<file path="src/rtl/dram_axi_burst_bridge_if.sv">
// AXI4 bus between the DRAM burst bridge (master) and the MIG AXI slave.
// Carries the five AXI channels; the user-side port stays on plain module ports.
interface dram_axi_burst_bridge_if #(
  parameter int AXI_ADDR_W = 28,
  parameter int DATA_W     = 128,
  parameter int ID_W       = 4
);
  logic [ID_W-1:0]       awid;
  logic [AXI_ADDR_W-1:0] awaddr;
  logic [7:0]            awlen;
  logic [2:0]            awsize;
  logic [1:0]            awburst;
  logic                  awlock;
  logic [3:0]            awcache;
  logic [2:0]            awprot;
  logic [3:0]            awqos;
  logic                  awvalid;
  logic                  awready;

  logic [DATA_W-1:0]     wdata;
  logic [DATA_W/8-1:0]   wstrb;
  logic                  wlast;
  logic                  wvalid;
  logic                  wready;

  logic [ID_W-1:0]       bid;
  logic [1:0]            bresp;
  logic                  bvalid;
  logic                  bready;

  logic [ID_W-1:0]       arid;
  logic [AXI_ADDR_W-1:0] araddr;
  logic [7:0]            arlen;
  logic [2:0]            arsize;
  logic [1:0]            arburst;
  logic                  arlock;
  logic [3:0]            arcache;
  logic [2:0]            arprot;
  logic [3:0]            arqos;
  logic                  arvalid;
  logic                  arready;

  logic [ID_W-1:0]       rid;
  logic [DATA_W-1:0]     rdata;
  logic [1:0]            rresp;
  logic                  rlast;
  logic                  rvalid;
  logic                  rready;

  modport master (
    output awid, awaddr, awlen, awsize, awburst, awlock, awcache, awprot, awqos, awvalid,
    input  awready,
    output wdata, wstrb, wlast, wvalid,
    input  wready,
    input  bid, bresp, bvalid,
    output bready,
    output arid, araddr, arlen, arsize, arburst, arlock, arcache, arprot, arqos, arvalid,
    input  arready,
    input  rid, rdata, rresp, rlast, rvalid,
    output rready
  );

  modport slave (
    input  awid, awaddr, awlen, awsize, awburst, awlock, awcache, awprot, awqos, awvalid,
    output awready,
    input  wdata, wstrb, wlast, wvalid,
    output wready,
    output bid, bresp, bvalid,
    input  bready,
    input  arid, araddr, arlen, arsize, arburst, arlock, arcache, arprot, arqos, arvalid,
    output arready,
    output rid, rdata, rresp, rlast, rvalid,
    input  rready
  );
endinterface

</file>
<file path="src/rtl/dram_axi_burst_bridge.sv">
// Converts one user-side memory command into a single AXI INCR burst of i_len+1 beats,
// streaming write beats, collecting the B response and checking RLAST/RRESP/BRESP.
module dram_axi_burst_bridge #(
  parameter int USR_ADDR_W = 27,
  parameter int AXI_ADDR_W = 28,
  parameter int ADDR_SHIFT = 1,
  parameter int DATA_W     = 128,
  parameter int LEN_W      = 4,
  parameter int ID_W       = 4
) (
  input  logic                  i_clk,
  input  logic                  i_rst,
  input  logic                  i_calib_done,
  input  logic                  i_wr_en,
  input  logic                  i_rd_en,
  input  logic [USR_ADDR_W-1:0] i_addr,
  input  logic [LEN_W-1:0]      i_len,
  output logic                  o_ready,
  input  logic [DATA_W-1:0]     i_wdata,
  input  logic [DATA_W/8-1:0]   i_wmask,
  input  logic                  i_wvalid,
  output logic                  o_wready,
  output logic [DATA_W-1:0]     o_rdata,
  output logic                  o_rvalid,
  output logic                  o_rlast,
  output logic                  o_busy,
  output logic [2:0]            o_err,
  input  logic                  i_err_clr,
  dram_axi_burst_bridge_if.master s_axi
);

  localparam int         SHIFT_W  = USR_ADDR_W + ADDR_SHIFT;
  localparam logic [2:0] AXI_SIZE = 3'($clog2(DATA_W / 8));

  typedef enum logic [2:0] {
    CALIB, IDLE, WR, WR_RESP, RD, RD_DATA
  } state_t;

  state_t                state_q, state_d;
  logic [AXI_ADDR_W-1:0] addr_q;
  logic [7:0]            len_q;
  logic                  awvalid_q, arvalid_q, aw_done_q;
  logic [8:0]            beat_cnt_q;  // one bit wider than len so len=255 can count past the end
  logic [2:0]            err_q, err_d, new_err;

  logic [SHIFT_W-1:0]    addr_wide;
  logic accept_wr, accept_rd;
  logic aw_fire, ar_fire, w_fire, r_fire, r_last_fire;
  logic aw_complete, w_complete, beat_is_last;
  logic w_open, bready, rready;

  assign addr_wide   = SHIFT_W'(i_addr) << ADDR_SHIFT;
  assign accept_wr   = (state_q == IDLE) && i_wr_en;
  assign accept_rd   = (state_q == IDLE) && !i_wr_en && i_rd_en;

  assign beat_is_last = (beat_cnt_q == {1'b0, len_q});
  assign aw_fire      = awvalid_q && s_axi.awready;
  assign ar_fire      = arvalid_q && s_axi.arready;
  assign w_fire       = s_axi.wvalid && s_axi.wready;
  assign r_fire       = s_axi.rvalid && rready;
  assign r_last_fire  = r_fire && s_axi.rlast;
  assign aw_complete  = aw_done_q || aw_fire;
  assign w_complete   = (beat_cnt_q > {1'b0, len_q}) || (w_fire && beat_is_last);

  // ---------------- FSM: state register ----------------
  // NOTE: sequential state always uses non-blocking (<=) so every flop samples pre-edge values.
  always_ff @(posedge i_clk) begin
    if (i_rst) state_q <= CALIB;
    else       state_q <= state_d;
  end

  // ---------------- FSM: next state ----------------
  always_comb begin
    state_d = state_q;
    unique case (state_q)
      CALIB:   if (i_calib_done) state_d = IDLE;
      IDLE: begin
        if (i_wr_en)      state_d = WR;
        else if (i_rd_en) state_d = RD;
      end
      WR:      if (aw_complete && w_complete) state_d = WR_RESP;
      WR_RESP: if (s_axi.bvalid) state_d = IDLE;
      RD: begin
        if (r_last_fire)  state_d = IDLE;
        else if (ar_fire) state_d = RD_DATA;
      end
      RD_DATA: if (r_last_fire) state_d = IDLE;
      default: state_d = CALIB;
    endcase
  end

  // ---------------- FSM: outputs ----------------
  // NOTE: every always_comb output gets a default first; a missed branch would otherwise infer a latch.
  always_comb begin
    o_ready = 1'b0;
    o_busy  = 1'b0;
    bready  = 1'b0;
    rready  = 1'b0;
    w_open  = 1'b0;
    unique case (state_q)
      IDLE:    o_ready = 1'b1;
      WR: begin
        o_busy = 1'b1;
        w_open = (beat_cnt_q <= {1'b0, len_q});
      end
      WR_RESP: begin
        o_busy = 1'b1;
        bready = 1'b1;
      end
      RD, RD_DATA: begin
        o_busy = 1'b1;
        rready = 1'b1;
      end
      default: ;
    endcase
  end

  // ---------------- Burst control registers ----------------
  always_ff @(posedge i_clk) begin
    if (i_rst) begin
      awvalid_q  <= 1'b0;
      arvalid_q  <= 1'b0;
      aw_done_q  <= 1'b0;
      beat_cnt_q <= '0;
      err_q      <= '0;
    end else begin
      if (accept_wr)    awvalid_q <= 1'b1;
      else if (aw_fire) awvalid_q <= 1'b0;

      // An early RLAST ends the read, so AR must not stay asserted into IDLE.
      if (accept_rd)                   arvalid_q <= 1'b1;
      else if (ar_fire || r_last_fire) arvalid_q <= 1'b0;

      if (accept_wr)    aw_done_q <= 1'b0;
      else if (aw_fire) aw_done_q <= 1'b1;

      if (accept_wr || accept_rd) beat_cnt_q <= '0;
      else if (w_fire || r_fire)  beat_cnt_q <= beat_cnt_q + 9'd1;

      err_q <= err_d;
    end
  end

  // NOTE: address/length are loaded on every accepted command before use, so they carry no reset.
  always_ff @(posedge i_clk) begin
    if (accept_wr || accept_rd) begin
      addr_q <= AXI_ADDR_W'(addr_wide);
      len_q  <= 8'(i_len);
    end
  end

  // A new error in the same cycle as a clear wins, so no event is lost.
  always_comb begin
    new_err[0] = s_axi.bvalid && bready && (s_axi.bresp != 2'b00);
    new_err[1] = r_fire && (s_axi.rresp != 2'b00);
    new_err[2] = r_fire && (s_axi.rlast != beat_is_last);
    err_d      = (i_err_clr ? 3'b000 : err_q) | new_err;
  end

  assign o_err = err_q;

  // ---------------- AXI channel drive ----------------
  assign s_axi.awid    = '0;
  assign s_axi.awaddr  = addr_q;
  assign s_axi.awlen   = len_q;
  assign s_axi.awsize  = AXI_SIZE;
  assign s_axi.awburst = 2'b01;
  assign s_axi.awlock  = 1'b0;
  assign s_axi.awcache = 4'd0;
  assign s_axi.awprot  = 3'd0;
  assign s_axi.awqos   = 4'd0;
  assign s_axi.awvalid = awvalid_q;

  assign s_axi.wdata   = i_wdata;
  assign s_axi.wstrb   = ~i_wmask;
  assign s_axi.wlast   = beat_is_last;
  assign s_axi.wvalid  = i_wvalid && w_open;
  assign o_wready      = s_axi.wready && w_open;

  assign s_axi.bready  = bready;

  assign s_axi.arid    = '0;
  assign s_axi.araddr  = addr_q;
  assign s_axi.arlen   = len_q;
  assign s_axi.arsize  = AXI_SIZE;
  assign s_axi.arburst = 2'b01;
  assign s_axi.arlock  = 1'b0;
  assign s_axi.arcache = 4'd0;
  assign s_axi.arprot  = 3'd0;
  assign s_axi.arqos   = 4'd0;
  assign s_axi.arvalid = arvalid_q;

  assign s_axi.rready  = rready;
  assign o_rdata       = s_axi.rdata;
  assign o_rvalid      = s_axi.rvalid && rready;
  assign o_rlast       = s_axi.rlast;

  // Response IDs are always 0 since only ID 0 is ever issued.
  logic unused_ids;
  assign unused_ids = ^{s_axi.bid, s_axi.rid};

endmodule
</file>
<file path="src/flat_wrapper.sv">
// flat-port wrapper written by rule: the top's interface ports become plain ports
module dram_axi_burst_bridge_flat 
#(
  parameter int USR_ADDR_W = 27,
  parameter int AXI_ADDR_W = 28,
  parameter int ADDR_SHIFT = 1,
  parameter int DATA_W     = 128,
  parameter int LEN_W      = 4,
  parameter int ID_W       = 4
)
  (i_clk, i_rst, i_calib_done, i_wr_en, i_rd_en, i_addr, i_len, o_ready, i_wdata, i_wmask, i_wvalid, o_wready, o_rdata, o_rvalid, o_rlast, o_busy, o_err, i_err_clr, s_axi_awid, s_axi_awaddr, s_axi_awlen, s_axi_awsize, s_axi_awburst, s_axi_awlock, s_axi_awcache, s_axi_awprot, s_axi_awqos, s_axi_awvalid, s_axi_awready, s_axi_wdata, s_axi_wstrb, s_axi_wlast, s_axi_wvalid, s_axi_wready, s_axi_bid, s_axi_bresp, s_axi_bvalid, s_axi_bready, s_axi_arid, s_axi_araddr, s_axi_arlen, s_axi_arsize, s_axi_arburst, s_axi_arlock, s_axi_arcache, s_axi_arprot, s_axi_arqos, s_axi_arvalid, s_axi_arready, s_axi_rid, s_axi_rdata, s_axi_rresp, s_axi_rlast, s_axi_rvalid, s_axi_rready);
  dram_axi_burst_bridge_if #(.AXI_ADDR_W(AXI_ADDR_W), .DATA_W(DATA_W), .ID_W(ID_W)) s_axi_i ();
  input  logic i_clk;
  input  logic i_rst;
  input  logic i_calib_done;
  input  logic i_wr_en;
  input  logic i_rd_en;
  input  logic [USR_ADDR_W-1:0] i_addr;
  input  logic [LEN_W-1:0] i_len;
  output logic o_ready;
  input  logic [DATA_W-1:0] i_wdata;
  input  logic [DATA_W/8-1:0] i_wmask;
  input  logic i_wvalid;
  output logic o_wready;
  output logic [DATA_W-1:0] o_rdata;
  output logic o_rvalid;
  output logic o_rlast;
  output logic o_busy;
  output logic [2:0] o_err;
  input  logic i_err_clr;
  output wire logic [$bits(s_axi_i.awid)-1:0] s_axi_awid;
  output wire logic [$bits(s_axi_i.awaddr)-1:0] s_axi_awaddr;
  output wire logic [$bits(s_axi_i.awlen)-1:0] s_axi_awlen;
  output wire logic [$bits(s_axi_i.awsize)-1:0] s_axi_awsize;
  output wire logic [$bits(s_axi_i.awburst)-1:0] s_axi_awburst;
  output wire logic [$bits(s_axi_i.awlock)-1:0] s_axi_awlock;
  output wire logic [$bits(s_axi_i.awcache)-1:0] s_axi_awcache;
  output wire logic [$bits(s_axi_i.awprot)-1:0] s_axi_awprot;
  output wire logic [$bits(s_axi_i.awqos)-1:0] s_axi_awqos;
  output wire logic [$bits(s_axi_i.awvalid)-1:0] s_axi_awvalid;
  input wire logic [$bits(s_axi_i.awready)-1:0] s_axi_awready;
  output wire logic [$bits(s_axi_i.wdata)-1:0] s_axi_wdata;
  output wire logic [$bits(s_axi_i.wstrb)-1:0] s_axi_wstrb;
  output wire logic [$bits(s_axi_i.wlast)-1:0] s_axi_wlast;
  output wire logic [$bits(s_axi_i.wvalid)-1:0] s_axi_wvalid;
  input wire logic [$bits(s_axi_i.wready)-1:0] s_axi_wready;
  input wire logic [$bits(s_axi_i.bid)-1:0] s_axi_bid;
  input wire logic [$bits(s_axi_i.bresp)-1:0] s_axi_bresp;
  input wire logic [$bits(s_axi_i.bvalid)-1:0] s_axi_bvalid;
  output wire logic [$bits(s_axi_i.bready)-1:0] s_axi_bready;
  output wire logic [$bits(s_axi_i.arid)-1:0] s_axi_arid;
  output wire logic [$bits(s_axi_i.araddr)-1:0] s_axi_araddr;
  output wire logic [$bits(s_axi_i.arlen)-1:0] s_axi_arlen;
  output wire logic [$bits(s_axi_i.arsize)-1:0] s_axi_arsize;
  output wire logic [$bits(s_axi_i.arburst)-1:0] s_axi_arburst;
  output wire logic [$bits(s_axi_i.arlock)-1:0] s_axi_arlock;
  output wire logic [$bits(s_axi_i.arcache)-1:0] s_axi_arcache;
  output wire logic [$bits(s_axi_i.arprot)-1:0] s_axi_arprot;
  output wire logic [$bits(s_axi_i.arqos)-1:0] s_axi_arqos;
  output wire logic [$bits(s_axi_i.arvalid)-1:0] s_axi_arvalid;
  input wire logic [$bits(s_axi_i.arready)-1:0] s_axi_arready;
  input wire logic [$bits(s_axi_i.rid)-1:0] s_axi_rid;
  input wire logic [$bits(s_axi_i.rdata)-1:0] s_axi_rdata;
  input wire logic [$bits(s_axi_i.rresp)-1:0] s_axi_rresp;
  input wire logic [$bits(s_axi_i.rlast)-1:0] s_axi_rlast;
  input wire logic [$bits(s_axi_i.rvalid)-1:0] s_axi_rvalid;
  output wire logic [$bits(s_axi_i.rready)-1:0] s_axi_rready;
  assign s_axi_awid = s_axi_i.awid;
  assign s_axi_awaddr = s_axi_i.awaddr;
  assign s_axi_awlen = s_axi_i.awlen;
  assign s_axi_awsize = s_axi_i.awsize;
  assign s_axi_awburst = s_axi_i.awburst;
  assign s_axi_awlock = s_axi_i.awlock;
  assign s_axi_awcache = s_axi_i.awcache;
  assign s_axi_awprot = s_axi_i.awprot;
  assign s_axi_awqos = s_axi_i.awqos;
  assign s_axi_awvalid = s_axi_i.awvalid;
  assign s_axi_i.awready = s_axi_awready;
  assign s_axi_wdata = s_axi_i.wdata;
  assign s_axi_wstrb = s_axi_i.wstrb;
  assign s_axi_wlast = s_axi_i.wlast;
  assign s_axi_wvalid = s_axi_i.wvalid;
  assign s_axi_i.wready = s_axi_wready;
  assign s_axi_i.bid = s_axi_bid;
  assign s_axi_i.bresp = s_axi_bresp;
  assign s_axi_i.bvalid = s_axi_bvalid;
  assign s_axi_bready = s_axi_i.bready;
  assign s_axi_arid = s_axi_i.arid;
  assign s_axi_araddr = s_axi_i.araddr;
  assign s_axi_arlen = s_axi_i.arlen;
  assign s_axi_arsize = s_axi_i.arsize;
  assign s_axi_arburst = s_axi_i.arburst;
  assign s_axi_arlock = s_axi_i.arlock;
  assign s_axi_arcache = s_axi_i.arcache;
  assign s_axi_arprot = s_axi_i.arprot;
  assign s_axi_arqos = s_axi_i.arqos;
  assign s_axi_arvalid = s_axi_i.arvalid;
  assign s_axi_i.arready = s_axi_arready;
  assign s_axi_i.rid = s_axi_rid;
  assign s_axi_i.rdata = s_axi_rdata;
  assign s_axi_i.rresp = s_axi_rresp;
  assign s_axi_i.rlast = s_axi_rlast;
  assign s_axi_i.rvalid = s_axi_rvalid;
  assign s_axi_rready = s_axi_i.rready;
  dram_axi_burst_bridge #(.USR_ADDR_W(USR_ADDR_W), .AXI_ADDR_W(AXI_ADDR_W), .ADDR_SHIFT(ADDR_SHIFT), .DATA_W(DATA_W), .LEN_W(LEN_W), .ID_W(ID_W)) u_core (.i_clk(i_clk), .i_rst(i_rst), .i_calib_done(i_calib_done), .i_wr_en(i_wr_en), .i_rd_en(i_rd_en), .i_addr(i_addr), .i_len(i_len), .o_ready(o_ready), .i_wdata(i_wdata), .i_wmask(i_wmask), .i_wvalid(i_wvalid), .o_wready(o_wready), .o_rdata(o_rdata), .o_rvalid(o_rvalid), .o_rlast(o_rlast), .o_busy(o_busy), .o_err(o_err), .i_err_clr(i_err_clr), .s_axi(s_axi_i));
endmodule
</file>
<file path="config.mk">
export PLATFORM = sky130hd
export DESIGN_NAME = dram_axi_burst_bridge_flat
export DESIGN_NICKNAME = d
export VERILOG_FILES = /design/src/rtl/dram_axi_burst_bridge_if.sv /design/src/rtl/dram_axi_burst_bridge.sv /design/src/flat_wrapper.sv
export SDC_FILE = /design/constraint.sdc
export NUM_CORES = 1
export LEC_CHECK = 0
export CAP_MARGIN = 20
export CORE_AREA = 2 2 280 282
export DETAILED_ROUTE_END_ITERATION = 16
export DIE_AREA = 0 0 282 284
export PLACE_DENSITY = 0.3
export SYNTH_ARGS = -nofsm -noshare
export SYNTH_HDL_FRONTEND = slang
export SYNTH_SLANG_ARGS = --single-unit
</file>
<file path="constraint.sdc">
create_clock -name i_clk -period 7.55 [get_ports i_clk]
set_input_delay 1.51 -clock i_clk [delete_from_list [all_inputs] [get_ports i_clk]]
set_output_delay 1.51 -clock i_clk [all_outputs]
set_load 0.02 [all_outputs]
</file>
==> results.md, run 1 <==
- Status: finished, final reports clean
- Total power: 1.150 mW
- Number of cells traversed by the worst register-to-register path: 5
- Clock tree buffer depth: 2
- Gate count after technology mapping: 526
- Maximum number of pins on one net before global-route repair: 18
- Most instantiated flip-flop cell in the synthesis netlist: sky130_fd_sc_hd__edfxtp_1
- Fraction of registers with async set or reset after synthesis: 0%
- Final layout net count: 731
- IO buf count: 155
- Endpoint of the worst-slack reg-to-reg timing path: u_core.beat_cnt_q[7]
- Number of diodes added for antenna fixing: 0
- Overflow left after global routing: 0
- List of most frequent post-synthesis cells: sky130_fd_sc_hd__buf_4 (340), sky130_fd_sc_hd__edfxtp_1 (31), sky130_fd_sc_hd__inv_1 (25), sky130_fd_sc_hd__a21oi_1 (19), sky130_fd_sc_hd__dfxtp_1 (18)
- Detailed-placement wirelength estimate: 13220 um
- Data required time at the worst endpoint: 6.04 ns
- Number of design rule violations left after detail routing: 0
- Worst hold path startpoint: u_core.o_err[0]
- Global-route wire length before repair: 21100 um
- Tightest Pin Transition: 0.6521 ns
- Initial antenna violation count: 2
- Class of the most critical setup path: in -> out
- Die Wd: 282 um
- Internal power: 706.9 uW
- Die height: 284 um
- P&R area growth vs syn: 14.27%
- Final setup margin: 3.264 ns
- Critical path arrival: 2.78 ns
- Hold-critical path depth: 2
- Final non-filler cell total: 1437
- Comb power frac: 39.5%
- Average instance area after synthesis: 8.818 sq um
- First-pass DRT Iterations: 4
- Leakage: 1.665 nW
- Type of the worst min-delay path: reg -> reg
- Total global routing track utilization: 3.943%
- Final core utilization: 6.887%
- Routed wire length: 16410 um
- Highest ir drop seen on vdd: 0.00007729 V
- Setup repair after global routing missed its margin: false
- Sequential area share after synthesis: 27.84%
- CTS Buf Count: 5
- Clock latency on the worst-skew pair: 0.33 ns
- Worst-path maximum fanout: 3
- Dominant cell type by area after synthesis: sky130_fd_sc_hd__buf_4
- Worst reg-to-reg setup slack: 5.01 ns
- Number of synthesis warnings: 0
- Number of primary I/O pins: 728
- Netlist area before placement: 0.004638 sq mm
- CTS clk-pin slew, worst paths: 0.09 ns
- Final number of setup-violating endpoints: 0
- Portion of total power attributed to sequential cells: 33.2%
- Vias: 2614
- Number of clock sinks: 49
- Clock tree from TritonCTS: yes
- Initial standard-cell utilization of the core: 6.027%
- Number of pins with negative max-slew slack in the final report: 0
- Peak clock frequency supported by timing: 0.2333 GHz
- Maximum level of the CTS H-tree: 2
- Startpoint Class: input port
- Power per Cell Area: 217.0 mW/mm^2
- Most common cell in the synthesized netlist: sky130_fd_sc_hd__buf_4
- Setup TNS: 0 ns
- Number of synthesized flops with an enable pin: 31
- Number of failing hold endpoints at the final stage: 0
- Pre-CTS WS: 3.241 ns
- Distinct cells, synth: 39
- Number of cells upsized or downsized after cts: 0
- Switching part of the total power: 38.54%
- Fin crit share: 56.77%
- DRT iter0 DRCs: 90
- Slew headroom: 56.39%
- Layout cells sized above 1: 4.030%
- WHS Endpoint: u_core.o_err[0]
- Hold buffer count at cts: 0
- Top area cells in the synthesized netlist: sky130_fd_sc_hd__buf_4 (55%), sky130_fd_sc_hd__edfxtp_1 (20%), sky130_fd_sc_hd__dfxtp_1 (7.8%)
- Placeable Area: 0.07696 sq mm
- Min Tclk post-route: 4.286 ns
- Num rows: 102
- Number of global-route vias before repair: 2669
- Final clock skew: 0.005563 ns
- Startpoint of the most critical register-to-register path: u_core.beat_cnt_q[4]
- Buffer cell driving the clock tree root: sky130_fd_sc_hd__clkbuf_16
- Share of Yosys cell area claimed by the top area cell type: 55.03%
- Die outline area: 0.08009 sq mm
- Crit end category: primary output
- Final RePlAce weighted congestion: 0.6356
- Antenna-violating nets left: 0
- Power share of the clock group: 27.3%
- Setup repair bufs after CTS: 0
- Switching power: 443.2 uW
- Placed cells: 1429
- Total of fill cells in the finished design: 9021
- Via/cell ratio: 1.819
- Maximum capacitance violations: 0
- Seq cells post-synth: 49
- WL/cell: 11.42 um
[worst max path at each step]
stage                                      end  slack (ns)  cells after the start          from
after global placement                o_rvalid        3.24                      4  s_axi_rvalid
after global routing                  o_rvalid        3.19                      4  s_axi_rvalid
after floorplan           u_core.beat_cnt_q[2]        4.26                      6       i_wr_en
after detailed placement              o_rvalid        3.24                      4  s_axi_rvalid
final                                 o_rvalid        3.26                      4  s_axi_rvalid
after CTS                             o_rvalid        3.24                      4  s_axi_rvalid
[placed cells by master, fill, tap and decap left out, types with 2 or more instances in the layout]
master,count
sky130_fd_sc_hd__a211oi_1,2
sky130_fd_sc_hd__a21oi_1,19
sky130_fd_sc_hd__and2_1,4
sky130_fd_sc_hd__clkbuf_16,7
sky130_fd_sc_hd__clkdlybuf4s50_1,155
sky130_fd_sc_hd__conb_1,52
sky130_fd_sc_hd__dfxtp_1,18
sky130_fd_sc_hd__edfxtp_1,31
sky130_fd_sc_hd__ha_1,7
sky130_fd_sc_hd__inv_1,25
sky130_fd_sc_hd__nand2_1,13
sky130_fd_sc_hd__nand2b_1,3
sky130_fd_sc_hd__nand3_1,5
sky130_fd_sc_hd__nand3b_1,2
sky130_fd_sc_hd__nand4_1,2
sky130_fd_sc_hd__nor2_1,6
sky130_fd_sc_hd__nor2b_1,4
sky130_fd_sc_hd__nor3_1,3
sky130_fd_sc_hd__o21ai_0,7
sky130_fd_sc_hd__o31ai_1,3
sky130_fd_sc_hd__or2_2,2
sky130_fd_sc_hd__or3_1,5
sky130_fd_sc_hd__or4_1,4
[final cells by class]
| type | instances | area [sq um] | area share, % |
|---|---|---|---|
| clock inverter | 1 | 8.758 | 0.1653 |
| sequential | 49 | 1291 | 24.36 |
| multi-input combinational | 159 | 870.8 | 16.43 |
| timing repair buffer | 156 | 1559 | 29.41 |
| inverter | 25 | 93.84 | 1.771 |
| clock buffer | 7 | 175.2 | 3.305 |
| tap | 1040 | 1301 | 24.55 |
[metrics by stage]
step	hold WS, ns	cell area, sq um
floorplan	0.4598	4826
global placement	0.4558	5116
detailed placement	0.4564	5116
CTS	0.4727	5300
global route	0.4853	5300
finish	0.4694	5300
[power groups by stage]
| stage | Clock, mW | Combinational, mW | Sequential (mW) |
|---|---|---|---|
| 5_1_grt | 0.352 | 0.493 | 0.390 |
| 3_5_place_dp | 0 | 0.467 | 0.388 |
| 3_3_place_gp | 0 | 0.469 | 0.390 |
| 6_report | 0.314 | 0.454 | 0.382 |
| 2_1_floorplan | 0 | 0.441 | 0.418 |
| 4_1_cts | 0.350 | 0.470 | 0.384 |
[sequential cells by signal, summed over array words and instances, names as in the netlist]
signal and count:
u_core.s_axi.araddr 27, u_core.aw_done_q 1, u_core.s_axi.awvalid 1, u_core.beat_cnt_q 9, u_core.state_q 3, u_core.o_err 3
u_core.s_axi.arlen 4, u_core.s_axi.arvalid 1
[critical path, cell delays in order]
cell and delay, ns:
sky130_fd_sc_hd__clkdlybuf4s50_1 0.48, sky130_fd_sc_hd__nand2_1 0.09, sky130_fd_sc_hd__inv_1 0.09, sky130_fd_sc_hd__clkdlybuf4s50_1 0.60
[cell families after synthesis]
family	synth area share, %
xor gates and xnor gates	0.3777
adders and majority gates	1.888
buffers and inverters	57.46
AOI/OAI and AO/OA	5.179
other	0.1619
and+or+nand+nor	7.095
DFF	27.84
[metal layers]
metal  track usage [%]  part of all wire, %
met2             5.264                   40
met1             3.439                   31
met3             3.301                   18
met4             4.215                   10
met5            0.4884                 0.41
No activity file was read; power rests on OpenSTA's default activity.
==> run 2: changes to the inputs <==
clock period = 3.67 ns   (was 7.55 ns; I/O delays follow)
==> results.md, run 2 (same netlist as run 1, synthesis figures left out) <==
- Status: finished, final reports clean
- Routed wire length: 16310 um (-0.65%)
- DRT iter0 DRCs: 49 (-46%)
- Switching part of the total power: 39.68% (+1.1 points)
- Total global routing track utilization: 3.926% (-0.017 points)
- Number of cells traversed by the worst register-to-register path: 5 (unchanged)
- Hold buffer count at cts: 0 (unchanged)
- Number of primary I/O pins: 728 (unchanged)
- Initial antenna violation count: 2 (unchanged)
- Peak clock frequency supported by timing: 0.3116 GHz
- Critical path endpoint: s_axi_wvalid
- Min Tclk post-route: 3.209 ns
- Portion of total power attributed to sequential cells: 34.2% (+1.0 points)
- Power share of the clock group: 24.6% (-2.7 points)
- Leakage: 1.660 nW (-0.28%)
- Worst-path maximum fanout: 4 (+1)
- Class of the most critical setup path: reg -> out
- Slew headroom: 57.34% (+0.95 points)
- Final layout net count: 733 (+0.27%)
- Data required time at the worst endpoint: 2.94 ns (-3.10 ns)
- Number of global-route vias before repair: 2686 (+0.64%)
- CTS clk-pin slew, worst paths: 0.08 ns (about the same)
- Clock tree from TritonCTS: yes
- Setup repair after global routing missed its margin: false
- Maximum number of pins on one net before global-route repair: 32 (+14)
- Type of the worst min-delay path: reg -> reg
- WL/cell: 11.33 um (-0.78%)
- Maximum capacitance violations: 0 (unchanged)
- Setup TNS: 0 ns (unchanged)
- Number of clock sinks: 49 (unchanged)
- Overflow left after global routing: 0 (unchanged)
- Die Wd: 282 um (unchanged)
- Via/cell ratio: 1.805 (-0.79%)
- Crit end category: primary output
- Number of diodes added for antenna fixing: 0 (unchanged)
- Switching power: 905.4 uW (+100%)
- Final non-filler cell total: 1439 (+0.14%)
- Startpoint of the most critical register-to-register path: u_core.beat_cnt_q[4]
- Internal power: 1.377 mW (+95%)
- Final RePlAce weighted congestion: 0.6548 (+3.0%)
- Endpoint of the worst-slack reg-to-reg timing path: u_core.beat_cnt_q[7]
- Setup repair bufs after CTS: 0 (unchanged)
- Most frequent cells in the layout: sky130_fd_sc_hd__clkdlybuf4s50_1 (155), sky130_fd_sc_hd__conb_1 (52), sky130_fd_sc_hd__edfxtp_1 (31)
- Clock latency on the worst-skew pair: 0.33 ns (about the same)
- Tightest Pin Transition: 0.6399 ns (-0.01218 ns)
- Antenna-violating nets left: 0 (unchanged)
- Vias: 2597 (-0.65%)
- Most frequent standard cell in the layout excluding fill and tap cells: sky130_fd_sc_hd__clkdlybuf4s50_1
- Initial standard-cell utilization of the core: 6.027% (unchanged)
- Critical path arrival: 2.48 ns (-0.30 ns)
- Area taken by flip-flops and latches: 0.001291 sq mm (unchanged)
- Instance area at placement: 0.005131 sq mm (+0.29%)
- Clock tree buffer depth: 2 (unchanged)
- First-pass DRT Iterations: 3 (-1)
- Startpoint Class: flip-flop
- P&R area growth vs syn: 13.84%
- Buffer cell driving the clock tree root: sky130_fd_sc_hd__clkbuf_16
- Number of pins with negative max-slew slack in the final report: 0 (unchanged)
- Max FFs per register: 27 (unchanged)
- Number of design rule violations left after detail routing: 0 (unchanged)
- Number of failing hold endpoints at the final stage: 0 (unchanged)
- Launching element of the worst setup path: u_core.beat_cnt_q[4]
- Placed cells: 1431 (+0.14%)
- Num rows: 102 (unchanged)
- Final std cell area, no fill: 0.005280 sq mm (-0.38%)
- Maximum level of the CTS H-tree: 2 (unchanged)
- Total of fill cells in the finished design: 8993 (-0.31%)
- Die outline area: 0.08009 sq mm (unchanged)
- Number of cells upsized or downsized after cts: 0 (unchanged)
- CTS Buf Count: 5 (unchanged)
- Highest ir drop seen on vdd: 0.0001692 V (+120%)
- Placeable Area: 0.07696 sq mm (unchanged)
- Fin crit share: 87.44%
- Total power: 2.282 mW (+98%)
- Pre-CTS WS: 0.7943 ns (-2.447 ns)
- Final clock skew: 0.01299 ns (+0.007431 ns)
- Final core utilization: 6.861% (-0.026 points)
- Layout cells sized above 1: 4.511% (+0.48 points)
- Area occupied by multi-input gates: 870.8 sq um (unchanged)
- Final number of setup-violating endpoints: 0 (unchanged)
- Worst reg-to-reg setup slack: 1.16 ns (-3.85 ns)
- Comb power frac: 41.2% (+1.7 points)
- Global-route wire length before repair: 21090 um (about the same)
- Power per Cell Area: 432.2 mW/mm^2 (+99%)
- IO buf count: 155 (unchanged)
- Final setup margin: 0.4610 ns (-2.803 ns)
- Die height: 284 um (unchanged)
- WHS: 0.4691 ns (-0.0003010 ns)
- Detailed-placement wirelength estimate: 13110 um (-0.84%)
[run 2: how the worst min path moves through the flow]
| stage | cells past startpoint | slack [ns] | to | start |
|---|---|---|---|---|
| 2_1_floorplan | 2 | 0.46 | u_core.beat_cnt_q[7] | u_core.beat_cnt_q[7] |
| 3_3_place_gp | 2 | 0.46 | u_core.o_err[0] | u_core.o_err[0] |
| 3_5_place_dp | 2 | 0.46 | u_core.o_err[1] | u_core.o_err[1] |
| 4_1_cts | 2 | 0.47 | u_core.o_err[1] | u_core.o_err[1] |
| 5_1_grt | 2 | 0.49 | u_core.o_err[1] | u_core.o_err[1] |
| 6_report | 2 | 0.47 | u_core.o_err[1] | u_core.o_err[1] |
[run 2: area by class of cell]
| cell class | count | area share, % |
|---|---|---|
| well taps | 1040 | 24.64 |
| multi-input cells | 159 | 16.49 |
| repair buffers | 158 | 29.81 |
| clock inverters | 3 | 0.4502 |
| clock buffers | 5 | 2.370 |
| inverters | 25 | 1.777 |
| flip-flops and latches | 49 | 24.46 |
[run 2: power groups by stage]
stage	Combinational [mW]	Clock, mW	Sequential (mW)
2_1_floorplan	0.908	0	0.860
5_1_grt	1.01	0.649	0.800
3_3_place_gp	0.967	0	0.799
3_5_place_dp	0.964	0	0.796
4_1_cts	0.966	0.644	0.788
6_report	0.940	0.561	0.782
[run 2: per-layer routing]
metal / track usage (%) / share of wire, % / vias to the layer above
met5: 0.4884 / 0.38 / -
met3: 3.433 / 18 / 117
li1: - / - / 1035
met2: 5.111 / 39 / 342
met1: 3.430 / 31 / 1099
met4: 4.229 / 11 / 4
[run 2: worst max-delay path: stages, from the launching register on]
cell and delay [ns]:
sky130_fd_sc_hd__dfxtp_1 0.33, sky130_fd_sc_hd__or4_1 0.56, sky130_fd_sc_hd__or3b_4 0.42, sky130_fd_sc_hd__nor2_1 0.12
sky130_fd_sc_hd__and2_1 0.13, sky130_fd_sc_hd__clkdlybuf4s50_1 0.60
